File: src/rtl/mmu_seq_ctrl.sv
// mmu_seq_ctrl: single-job sequencer for a DEPTH x DEPTH systolic MMU.
// It loads DEPTH weight rows, streams skewed activation vectors, drains the
// array, and captures one result vector per accepted activation vector.
// Optional performance counters are enabled by defining MMU_SEQ_PERF_EN.
module mmu_seq_ctrl #(
    parameter int DEPTH     = 4,
    parameter int BIT_WIDTH = 8,
    parameter int ACC_WIDTH = 32,
    parameter int CNT_W     = 8
) (
    input  logic                           clk,
    input  logic                           rst_n,
    input  logic                           start,
    input  logic [CNT_W-1:0]               num_vecs,
    output logic                           busy,
    output logic                           done,
    input  logic                           wt_valid,
    output logic                           wt_ready,
    input  logic [BIT_WIDTH*DEPTH-1:0]     wt_data,
    input  logic                           act_valid,
    output logic                           act_ready,
    input  logic [BIT_WIDTH*DEPTH-1:0]     act_data,
    output logic                           mmu_control,
    output logic [BIT_WIDTH*DEPTH-1:0]     mmu_wt_arr,
    output logic [BIT_WIDTH*DEPTH-1:0]     mmu_data_arr,
    input  logic [ACC_WIDTH*DEPTH-1:0]     mmu_acc_out,
    output logic                           res_valid,
    output logic [ACC_WIDTH*DEPTH-1:0]     res_data
`ifdef MMU_SEQ_PERF_EN
   ,output logic [31:0]                    perf_cycles,
    output logic [31:0]                    perf_stalls
`endif
);

    localparam int LAT     = 2 * DEPTH;
    localparam int WT_W    = $clog2(DEPTH) + 1;
    localparam int SINCE_W = $clog2(LAT) + 1;

    typedef enum logic [2:0] {
        ST_IDLE,
        ST_LOAD_WT,
        ST_FEED,
        ST_DRAIN,
        ST_DONE
    } state_t;

    state_t                     state;
    state_t                     state_nxt;
    logic [CNT_W-1:0]           vec_total;
    logic [CNT_W-1:0]           vec_cnt;
    logic [WT_W-1:0]            wt_cnt;
    // Token line: LAT-1 internal stages, with res_valid acting as the final
    // stage so an accepted beat strobes res_valid exactly LAT cycles later.
    logic [LAT-2:0]             tok;
    logic [SINCE_W-1:0]         since;
    logic                       start_acc;
    logic                       wt_beat;
    logic                       act_beat;
    logic                       last_wt;
    logic                       last_act;
    logic [BIT_WIDTH*DEPTH-1:0] skew_in;
    logic [BIT_WIDTH-1:0]       lane_out [DEPTH];

    assign start_acc = (state == ST_IDLE) && start;
    assign wt_beat   = (state == ST_LOAD_WT) && wt_valid;
    assign act_beat  = (state == ST_FEED) && act_valid;
    assign last_wt   = wt_beat && (wt_cnt == WT_W'(DEPTH - 1));
    assign last_act  = act_beat && ((vec_cnt + CNT_W'(1)) == vec_total);
    assign skew_in   = act_beat ? act_data : '0;

    // Next-state selection
    always_comb begin
        state_nxt = state;
        unique case (state)
            ST_IDLE:    if (start) state_nxt = ST_LOAD_WT;
            ST_LOAD_WT: if (last_wt) state_nxt = (vec_total == '0) ? ST_DONE : ST_FEED;
            ST_FEED:    if (last_act) state_nxt = ST_DRAIN;
            ST_DRAIN:   if ((tok == '0) && (since >= SINCE_W'(LAT))) state_nxt = ST_DONE;
            ST_DONE:    state_nxt = ST_IDLE;
            default:    state_nxt = ST_IDLE;
        endcase
    end

    // Handshake and MMU control outputs decoded from state
    always_comb begin
        busy        = 1'b0;
        done        = 1'b0;
        wt_ready    = 1'b0;
        act_ready   = 1'b0;
        mmu_control = 1'b0;
        mmu_wt_arr  = '0;
        unique case (state)
            ST_LOAD_WT: begin
                busy     = 1'b1;
                wt_ready = 1'b1;
                if (wt_valid) begin
                    mmu_control = 1'b1;
                    mmu_wt_arr  = wt_data;
                end
            end
            ST_FEED: begin
                busy      = 1'b1;
                act_ready = 1'b1;
            end
            ST_DRAIN: busy = 1'b1;
            ST_DONE:  done = 1'b1;
            default: ;
        endcase
    end

    // State, counters, token line and result capture
    always_ff @(posedge clk) begin
        if (!rst_n) begin
            state     <= ST_IDLE;
            vec_total <= '0;
            vec_cnt   <= '0;
            wt_cnt    <= '0;
            tok       <= '0;
            since     <= '0;
            res_valid <= 1'b0;
            res_data  <= '0;
        end else begin
            state     <= state_nxt;
            tok       <= {tok[LAT-3:0], act_beat};
            res_valid <= tok[LAT-2];
            if (tok[LAT-2]) res_data <= mmu_acc_out;

            if (start_acc) begin
                vec_total <= num_vecs;
                vec_cnt   <= '0;
                wt_cnt    <= '0;
                since     <= '0;
            end else begin
                if (wt_beat) wt_cnt <= wt_cnt + WT_W'(1);
                if (act_beat && (vec_cnt != vec_total)) vec_cnt <= vec_cnt + CNT_W'(1);
                if (act_beat) since <= SINCE_W'(1);
                else if (since < SINCE_W'(LAT)) since <= since + SINCE_W'(1);
            end
        end
    end

    // Lane 0 passes straight through; lane i is delayed by i register stages
    assign lane_out[0] = skew_in[BIT_WIDTH-1:0];

    for (genvar i = 1; i < DEPTH; i++) begin : g_skew
        logic [BIT_WIDTH-1:0] line [i];

        // Skew line for lane i
        always_ff @(posedge clk) begin
            if (!rst_n) begin
                line <= '{default: '0};
            end else begin
                line[0] <= skew_in[i*BIT_WIDTH +: BIT_WIDTH];
                for (int unsigned k = 1; k < unsigned'(i); k++) line[k] <= line[k-1];
            end
        end

        assign lane_out[i] = line[i-1];
    end

    // Pack skewed lanes onto the MMU data bus
    always_comb begin
        mmu_data_arr = '0;
        for (int unsigned l = 0; l < unsigned'(DEPTH); l++)
            mmu_data_arr[l*BIT_WIDTH +: BIT_WIDTH] = lane_out[l];
    end

`ifdef MMU_SEQ_PERF_EN
    logic stall;
    assign stall = ((state == ST_LOAD_WT) && !wt_valid) || ((state == ST_FEED) && !act_valid);

    // Saturating busy-cycle and stall counters, cleared per job
    always_ff @(posedge clk) begin
        if (!rst_n || start_acc) begin
            perf_cycles <= '0;
            perf_stalls <= '0;
        end else begin
            if (busy && (perf_cycles != '1)) perf_cycles <= perf_cycles + 32'd1;
            if (stall && (perf_stalls != '1)) perf_stalls <= perf_stalls + 32'd1;
        end
    end
`endif

endmodule
File: config.mk
export PLATFORM = sky130hd
export DESIGN_NAME = mmu_seq_ctrl
export DESIGN_NICKNAME = d
export VERILOG_FILES = /design/src/rtl/mmu_seq_ctrl.sv
export SDC_FILE = /design/constraint.sdc
export NUM_CORES = 1
export LEC_CHECK = 0
export ABC_AREA = 1
export BUFFER_PORTS_ARGS = -buffer_cell sky130_fd_sc_hd__buf_4
export CAP_MARGIN = 10
export CORE_AREA = 2 2 157 159
export DETAILED_ROUTE_END_ITERATION = 8
export DIE_AREA = 0 0 159 161
export PLACE_DENSITY = 0.6
export SYNTH_ARGS = -nofsm -noshare
export SYNTH_HDL_FRONTEND = slang
export SYNTH_SLANG_ARGS = --single-unit
File: constraint.sdc
create_clock -name clk -period 2.8 [get_ports clk]
set_input_delay 0.56 -clock clk [delete_from_list [all_inputs] [get_ports clk]]
set_output_delay 0.56 -clock clk [all_outputs]
set_load 0.05 [all_outputs]
; Word level (Yosys, flattened, before mapping)
; Index checks and enable logic that the tools add are counted.
[word_totals]
reg_bits = 210
latchBits = 0
mem_bits_rw = 0
romBits = 0
input_bits = 205
out_inout_bits = 198
word_cells = 65
memories = 0
[op_classes]
addsub = 3
multipliers = 0
n_div = 0
n_lt_le_gt_ge = 2
eq_ne = 11
shift = 0
n_mux = 17
bitwise_logic = 1
n_reduce_logical = 16
[ops]
columns = cell, n
row1 = $mux 32, 2
row2 = $mux 3, 5
row3 = $pmux 3 s4, 1
row4 = $eq 3x2->1 const B, 3
row5 = $add 8x1->8 const B, 1
row6 = $eq 8x8->1, 1
row7 = $logic_not 8->1, 1
row8 = $mux 1, 8
row9 = $mux 8, 1
row10 = $ne 2x2->1 const B, 4
row11 = $ne 8x8->1, 1
row12 = $logic_and 1x1->1, 7
row13 = $logic_not 7->1, 1
row14 = $reduce_or 3->1, 2
row15 = $add 4x1->4 const B, 1
row16 = $ge 4x4->1 const B, 1
row17 = $lt 4x4->1 const B, 1
row18 = $reduce_and 4->1, 1
row19 = $add 3x1->3 const B, 1
row20 = $eq 3x1->1 const B, 1
row21 = $eq 3x3->1 const B, 1
row22 = $logic_not 3->1, 1
row23 = $reduce_and 2->1, 1
row24 = $reduce_bool 2->1, 1
row25 = other kinds (2), 2

; Depth between registers and ports, before layout
; Gate-level depths: netlist of run 1.
[logic_depth]
ltp_word = 5
depth_mapped = 13
depth_no_buf = 13

; Worst setup path after synthesis of run 1
; Ideal clock, no wire load.
[synth_path]
path_type = input to output
start = in wt_valid
end = out mmu_wt_arr[10]
arrival_time_ns = 1.769
required_time_ns = 2.240
slack_ns = 0.471
stages = 4
n_path_buf = 2
cell_sequence = clkbuf_1 -> clkbuf_1 -> nand2_1 -> nor2_1
[synth_between]
elab_chain_len = 2
[synth_lines]
columns = element, line_no
row1 = "start, declared", 17  ; input logic wt_valid,
row2 = $mux 32, 96  ; if (wt_valid) begin
row3 = $mux 32, 92  ; unique case (state)
row4 = "end, declared", 24  ; output logic [BIT_WIDTH*DEPTH-1:0] mmu_wt_arr,
; No other way between the ends.

; Worst setup path after layout of run 1
[layout_path]
start = reg state[0]
end = out mmu_control
[layout_between]
elab_chain_len = 2
[layout_lines]
columns = element, line_no
row1 = "start, declared", 47  ; state_t state;
row2 = "start signal, assigned", 123  ; state <= state_nxt;
row3 = $eq 3x1->1, 92
row4 = $mux 1, 92
row5 = "end, declared", 23  ; output logic mmu_control,
; No other way between the ends.

==> impl_metrics.ini, run 1 <==
[yosys]
post-synth-top-area-fraction = 0.533
synth-seq-area-share = 0.533
synth_cells = 1066
synth_nets = 1276
ys_types = 31
synth_area_per_cell_um2 = 7.40
syn-cell-area_mm2 = 0.00789
ys_async_sr_fraction = 0
synth.area.top_cells = dfxtp_1 53%, nor2_1 16%, o21ai_0 9.0%
ys.flop_type = dfxtp_1
ys_seq_elements = 210
synth_edf_count = 0
yosysWarnings = 0
synth_top_area_cell = dfxtp_1

[timing]
clock.fmax_mhz = 408
fin_ws_ns = 0.348
rsz0062_at_grt = false
relSlewSlack = 0.560
tns_ns = 0
setup_violations = 0
finalHoldViolCount = 0
fin_crit_sh = 0.876
worst_pin_slew_ns = 0.661
post-route-min-period_ns = 2.45
maxSlewViolCount = 0
finalClockSkew_ns = 0.00857

[power]
p_switching_uw = 2320
power_leakage_uw = 0.00627
pwr-share-clk = 0.390
pwr_density_cell_mw_per_mm2 = 660
ir_worst_vdd_mv = 0.369
comb_power_share = 0.203
pwr-share-seq = 0.407
p_int_uw = 5490
swShare = 0.297

[finish]
nNetsFinal = 1639
drive_gt1_frac = 0.326
num_antenna_cells = 0
final_util = 0.494
post_layout_nonfiller_instances = 1769
final_area_mm2 = 0.0118
area_delta_synth_final_pct = 50.0

[floorplan]
dieArea_mm2 = 0.0256
die_x_um = 159
coreArea_mm2 = 0.0240
die_h_um = 161
start_util = 0.329
num_rows = 57
io_pins = 403

[critical_path]
ff2ff_path_depth = 10
required_ns = 2.24
worstPathArrival_ns = 1.89
crit_fanout = 28
cp-end-kind = output pin
regToRegStartpoint = vec_cnt[1]
crit_type = reg2out
worstSetupStartpointType = flop
r2r-end = state[1]
reg2reg_slack_ns = 1.07

[outcome]
outcome = finished clean

[route]
drt_wl_total_um = 24300
firstDrtPassIters = 6
via_per_inst = 4.38
drt-initial-drc-count = 316
detail_route.wl_per_cell_um = 13.8
ant_nets = 0
num_vias = 7745
drc_errors = 0

[clocking]
cts_made_buffers = 24
cts_root_buffer = clkbuf_16
clk_path_buf_depth = 3
clock_sinks = 210
htreeDepth = 1
clk_pin_slew_worst_paths_ns = 0.06
cts_tree = done
insertion_delay_ns = 0.50

[min_path]
hold_end = g_skew[1].line[3]
hp-start = act_data[11]
whs_path_depth = 3
min_path_type = in2reg

[placement]
postPlaceCellArea_mm2 = 0.0110
place_inst = 1727
dp_hpwl_um = 17300
finalWeightedCongestion = 0.811
port_buffers = 402
dp_slack_ns = 0.668

[grt]
grt_pass1_wl_um = 38400
grt_start_max_net_pins = 110
grt_pass1_vias = 7578
global_route.usage.total = 0.181
antenna_found_initial = 0
grt_overflow = 0

[run]
max_cap_viol_count = 0
power by group through the flow:
| stage | Sequential [µW] | Clock (µW) | Combinational (µW) |
|---|---|---|---|
| 5_1_grt | 3190 | 3270 | 1730 |
| 2_1_floorplan | 3250 | 0 | 995 |
| 4_1_cts | 3170 | 3140 | 1600 |
| 3_5_place_dp | 3240 | 0 | 1590 |
| 3_3_place_gp | 3230 | 0 | 1580 |
| 6_report | 3180 | 3050 | 1590 |
worst max-delay path by stage:
stage                     startpoint              end  slack, ns  cells after the start
after floorplan             wt_valid   mmu_wt_arr[10]       0.47                      4
after global placement      state[0]      mmu_control       0.74                      5
after detailed placement    state[0]      mmu_control       0.67                      5
after CTS                   state[0]      mmu_control       0.12                      5
after global routing        state[0]  mmu_data_arr[6]       0.15                      6
final                       state[0]      mmu_control       0.35                      5
flip-flops by register name, indices dropped and copies added, names as in the netlist:
register      cells
wt_cnt            3
vec_total         8
res_data        128
state             3
mmu_data_arr     16
tok               7
since             4
vec_cnt           8
g_skew.line      32
res_valid         1
cell usage after synthesis, types with 2 or more instances:
cell / instances
a21oi_1: 22
nor2_2: 2
xnor2_1: 2
nor2_1: 334
o21ai_0: 142
nor4_1: 3
inv_1: 96
inv_2: 5
xor2_1: 5
nor2_4: 2
dfxtp_1: 210
buf_1: 3
buf_4: 16
nand2_2: 3
nand3_1: 13
clkbuf_1: 38
buf_2: 17
nor3_1: 3
nand3_2: 3
ha_1: 5
nand2_1: 132
cells in the final DEF (no fill, tap or decap), drive strengths merged, types with 2 or more instances in the layout:
cell type / Yosys / final
a21oi: 23 / 23
xor2: 5 / 5
clkbuf: 38 / 33
nor2: 338 / 338
buf: 37 / 412
dfxtp: 210 / 210
nand3: 16 / 16
xnor2: 2 / 2
nor4: 3 / 3
inv: 101 / 101
nor3: 3 / 3
clkinv: 1 / 9
nand2: 135 / 135
ha: 5 / 5
o21ai: 144 / 144
per-layer routing:
metal  share of wire  vias up  GRT usage
met4           0.029        0     0.0599
met5               0        -          0
li1                -     3982          -
met1            0.39     3436      0.200
met3            0.10       42     0.0696
met2            0.48      285      0.319
cell type report:
cell class / instances / area (µm²)
fillers: 2396 / 12100
flip-flops and latches: 210 / 4210
repair buffers: 412 / 3120
multi-input cells: 679 / 2940
clock buffers: 33 / 706
well taps: 324 / 405
inverters: 102 / 385
clock inverters: 9 / 70.1
stage by stage:
| stage | hold slack [ns] | total power (µW) |
|---|---|---|
| 3_5_place_dp | 0.397 | 4830 |
| 5_1_grt | 0.254 | 8190 |
| 4_1_cts | 0.243 | 7910 |
| 6_report | 0.265 | 7810 |
| 2_1_floorplan | 0.390 | 4240 |
| 3_3_place_gp | 0.392 | 4810 |
critical path: stages (launching register included):
cell and delay [ns]:
dfxtp_1 0.48, nand3_4 0.29, inv_2 0.16, nand2_1 0.10
inv_1 0.14, buf_4 0.22
logic make-up (layout without fill, tap and decap cells):
logic type | after synthesis | in the layout | share of synthesized area
and+or+nand+nor | 499 | 499 | 0.248
DFF | 210 | 210 | 0.533
buffers and inverters | 177 | 556 | 0.0955
AOI/OAI and AO/OA | 168 | 168 | 0.108
xor gates and xnor gates | 7 | 7 | 0.00777
adders and majority gates | 5 | 5 | 0.00793
what timing repair did:
item / CTS / global route
endpoints found under the setup margin: 0 / 1
setup buffers: 0 / 0
resized for setup: 0 / 1
hold buffers: 0 / 0
(Power assumes the default switching activity.)
==> inputs of run 2 (changes only) <==
- CORE_AREA: 2 2 157 159 -> 2 2 155 157
- DIE_AREA: 0 0 159 161 -> 0 0 157 159
- PLACE_DENSITY: 0.6 -> 0.62
==> run 2 against run 1 <==
- final area decreased by 0.27%
- non-clock buffer count decreased by 2
- global-route usage increased by 0.63 points
- combinational power about the same
- total power decreased by 0.12%
- final cell count decreased by 0.34%
- largest power group unchanged
- via count decreased by 0.15%
- maximum frequency increased by 2.0%
- highest routed layer unchanged
==> impl_metrics.ini, run 2 (synthesized netlist as in run 1, its figures left out) <==
[min_path]
min_path_type = in2reg
whs_path_depth = 3
hold_end = g_skew[2].line[8]
hp-start = act_data[16]

[timing]
clock.fmax_mhz = 416
maxSlewViolCount = 0
fin_crit_sh = 0.859
setup_violations = 0
relSlewSlack = 0.558
finalClockSkew_ns = 0.00861
tns_ns = 0
finalHoldViolCount = 0
holdWs_ns = 0.266
rsz0062_at_grt = false
worst_pin_slew_ns = 0.663
post-route-min-period_ns = 2.40

[grt]
grt_overflow = 0
global_route.usage.total = 0.187
antenna_found_initial = 0
grt_start_max_net_pins = 106
grt_pass1_vias = 7495
grt_pass1_wl_um = 37900

[outcome]
outcome = finished clean

[power]
pwr-share-clk = 0.390
power_leakage_uw = 0.00625
p_int_uw = 5470
ir_worst_vdd_mv = 0.415
pwr-share-seq = 0.407
pwr_density_cell_mw_per_mm2 = 661
comb_power_share = 0.203
p_switching_uw = 2330
swShare = 0.299

[finish]
largest-register = res_data
area_delta_synth_final_pct = 49.6
nNetsFinal = 1637
layout_commonest_cell = buf_4
layout_common_cells = 408 x buf_4, 334 x nor2_1, 209 x dfxtp_1
largest_reg_flops = 128
num_antenna_cells = 0
drive_gt1_frac = 0.323
final_area_mm2 = 0.0118

[clocking]
cts_tree = done
hold_buffers = 0
clock_sinks = 210
clk_pin_slew_worst_paths_ns = 0.06
cts_setup_buffers = 0
insertion_delay_ns = 0.51
clk_path_buf_depth = 3
htreeDepth = 1
ctsResizeCount = 0
cts_root_buffer = clkbuf_16
cts_made_buffers = 24

[placement]
dp_hpwl_um = 17600
postPlaceCellArea_mm2 = 0.0110
port_buffers = 402
finalWeightedCongestion = 0.829

[floorplan]
start_util = 0.340
io_pins = 403
die_x_um = 157
num_rows = 56
die_h_um = 159
dieArea_mm2 = 0.0250
coreArea_mm2 = 0.0232

[critical_path]
crit_fanout = 11
cp_slowest_stage_delay_ns = 0.38
cp-end-kind = output pin
crit_type = reg2out
worstPathCellList = nor2_4 -> nand2_2 -> nor2_2 -> inv_1 -> nor2_1 -> buf_4
required_ns = 2.24
ff2ff_path_depth = 10
regToRegStartpoint = vec_cnt[0]
r2r-end = state[1]
worstSetupStartpointType = flop
worstPathArrival_ns = 1.84
reg2reg_slack_ns = 1.05
worst_path_max_delay_cell = dfxtp_1

[route]
drt_wl_total_um = 24600
drc_errors = 0
detail_route.wl_per_cell_um = 14.0
drt-initial-drc-count = 454
num_vias = 7733
via_per_inst = 4.39
firstDrtPassIters = 4
ant_nets = 0

[run]
max_cap_viol_count = 0
==> run 2: cell types whose count changed in the layout (fill, tap and decap cells not counted), sizes merged <==
cell    before  now
clkbuf      33   35
clkinv       9    8
buf        412  410
==> run 2: final cells by class <==
class,count,area (µm²)
fillers,2297,11400
flip-flops and latches,210,4210
repair buffers,410,3100
multi-input cells,679,2930
clock buffers,35,703
well taps,319,399
inverters,102,385
clock inverters,8,68.8
==> run 2: worst max-delay path by stage <==
stage / start / to / slack, ns / depth (start not counted)
global placement: act_valid / mmu_data_arr[1] / 0.88 / 6
detailed placement: act_valid / mmu_data_arr[3] / 0.84 / 6
floorplan: wt_valid / mmu_wt_arr[10] / 0.47 / 4
global route: state[0] / mmu_data_arr[5] / 0.25 / 6
finish: state[0] / mmu_data_arr[3] / 0.40 / 6
CTS: state[0] / mmu_wt_arr[13] / 0.38 / 4
==> run 2: critical path, delay by kind of cell, from the launching register on <==
kind                   cells  cell delay (ns)
AND/OR/NAND/NOR            4             0.55
flip-flops                 1             0.38
buffers and inverters      2             0.41
==> run 2: power by group through the flow <==
stage	registers (µW)	logic, µW	clock network [µW]
finish	3180	1580	3040
global route	3190	1720	3270
CTS	3170	1590	3150
detailed placement	3240	1590	0
global placement	3230	1570	0
floorplan	3250	995	0
==> run 2: metal layers <==
| metal | global-route usage | share of wire |
|---|---|---|
| met1 | 0.203 | 0.38 |
| met2 | 0.333 | 0.49 |
| met3 | 0.0697 | 0.10 |
| met4 | 0.0621 | 0.027 |
| met5 | 0 | 0 |
==> run 2: stage by stage <==
stage	util	setup WS, ns	total power [µW]	std cells
finish	0.509	0.396	7800	1763
global route	0.509	0.252	8180	1763
CTS	0.509	0.376	7910	1763
detailed placement	0.475	0.841	4820	1720
global placement	0.475	0.875	4810	1720
floorplan	-	0.471	4240	1066
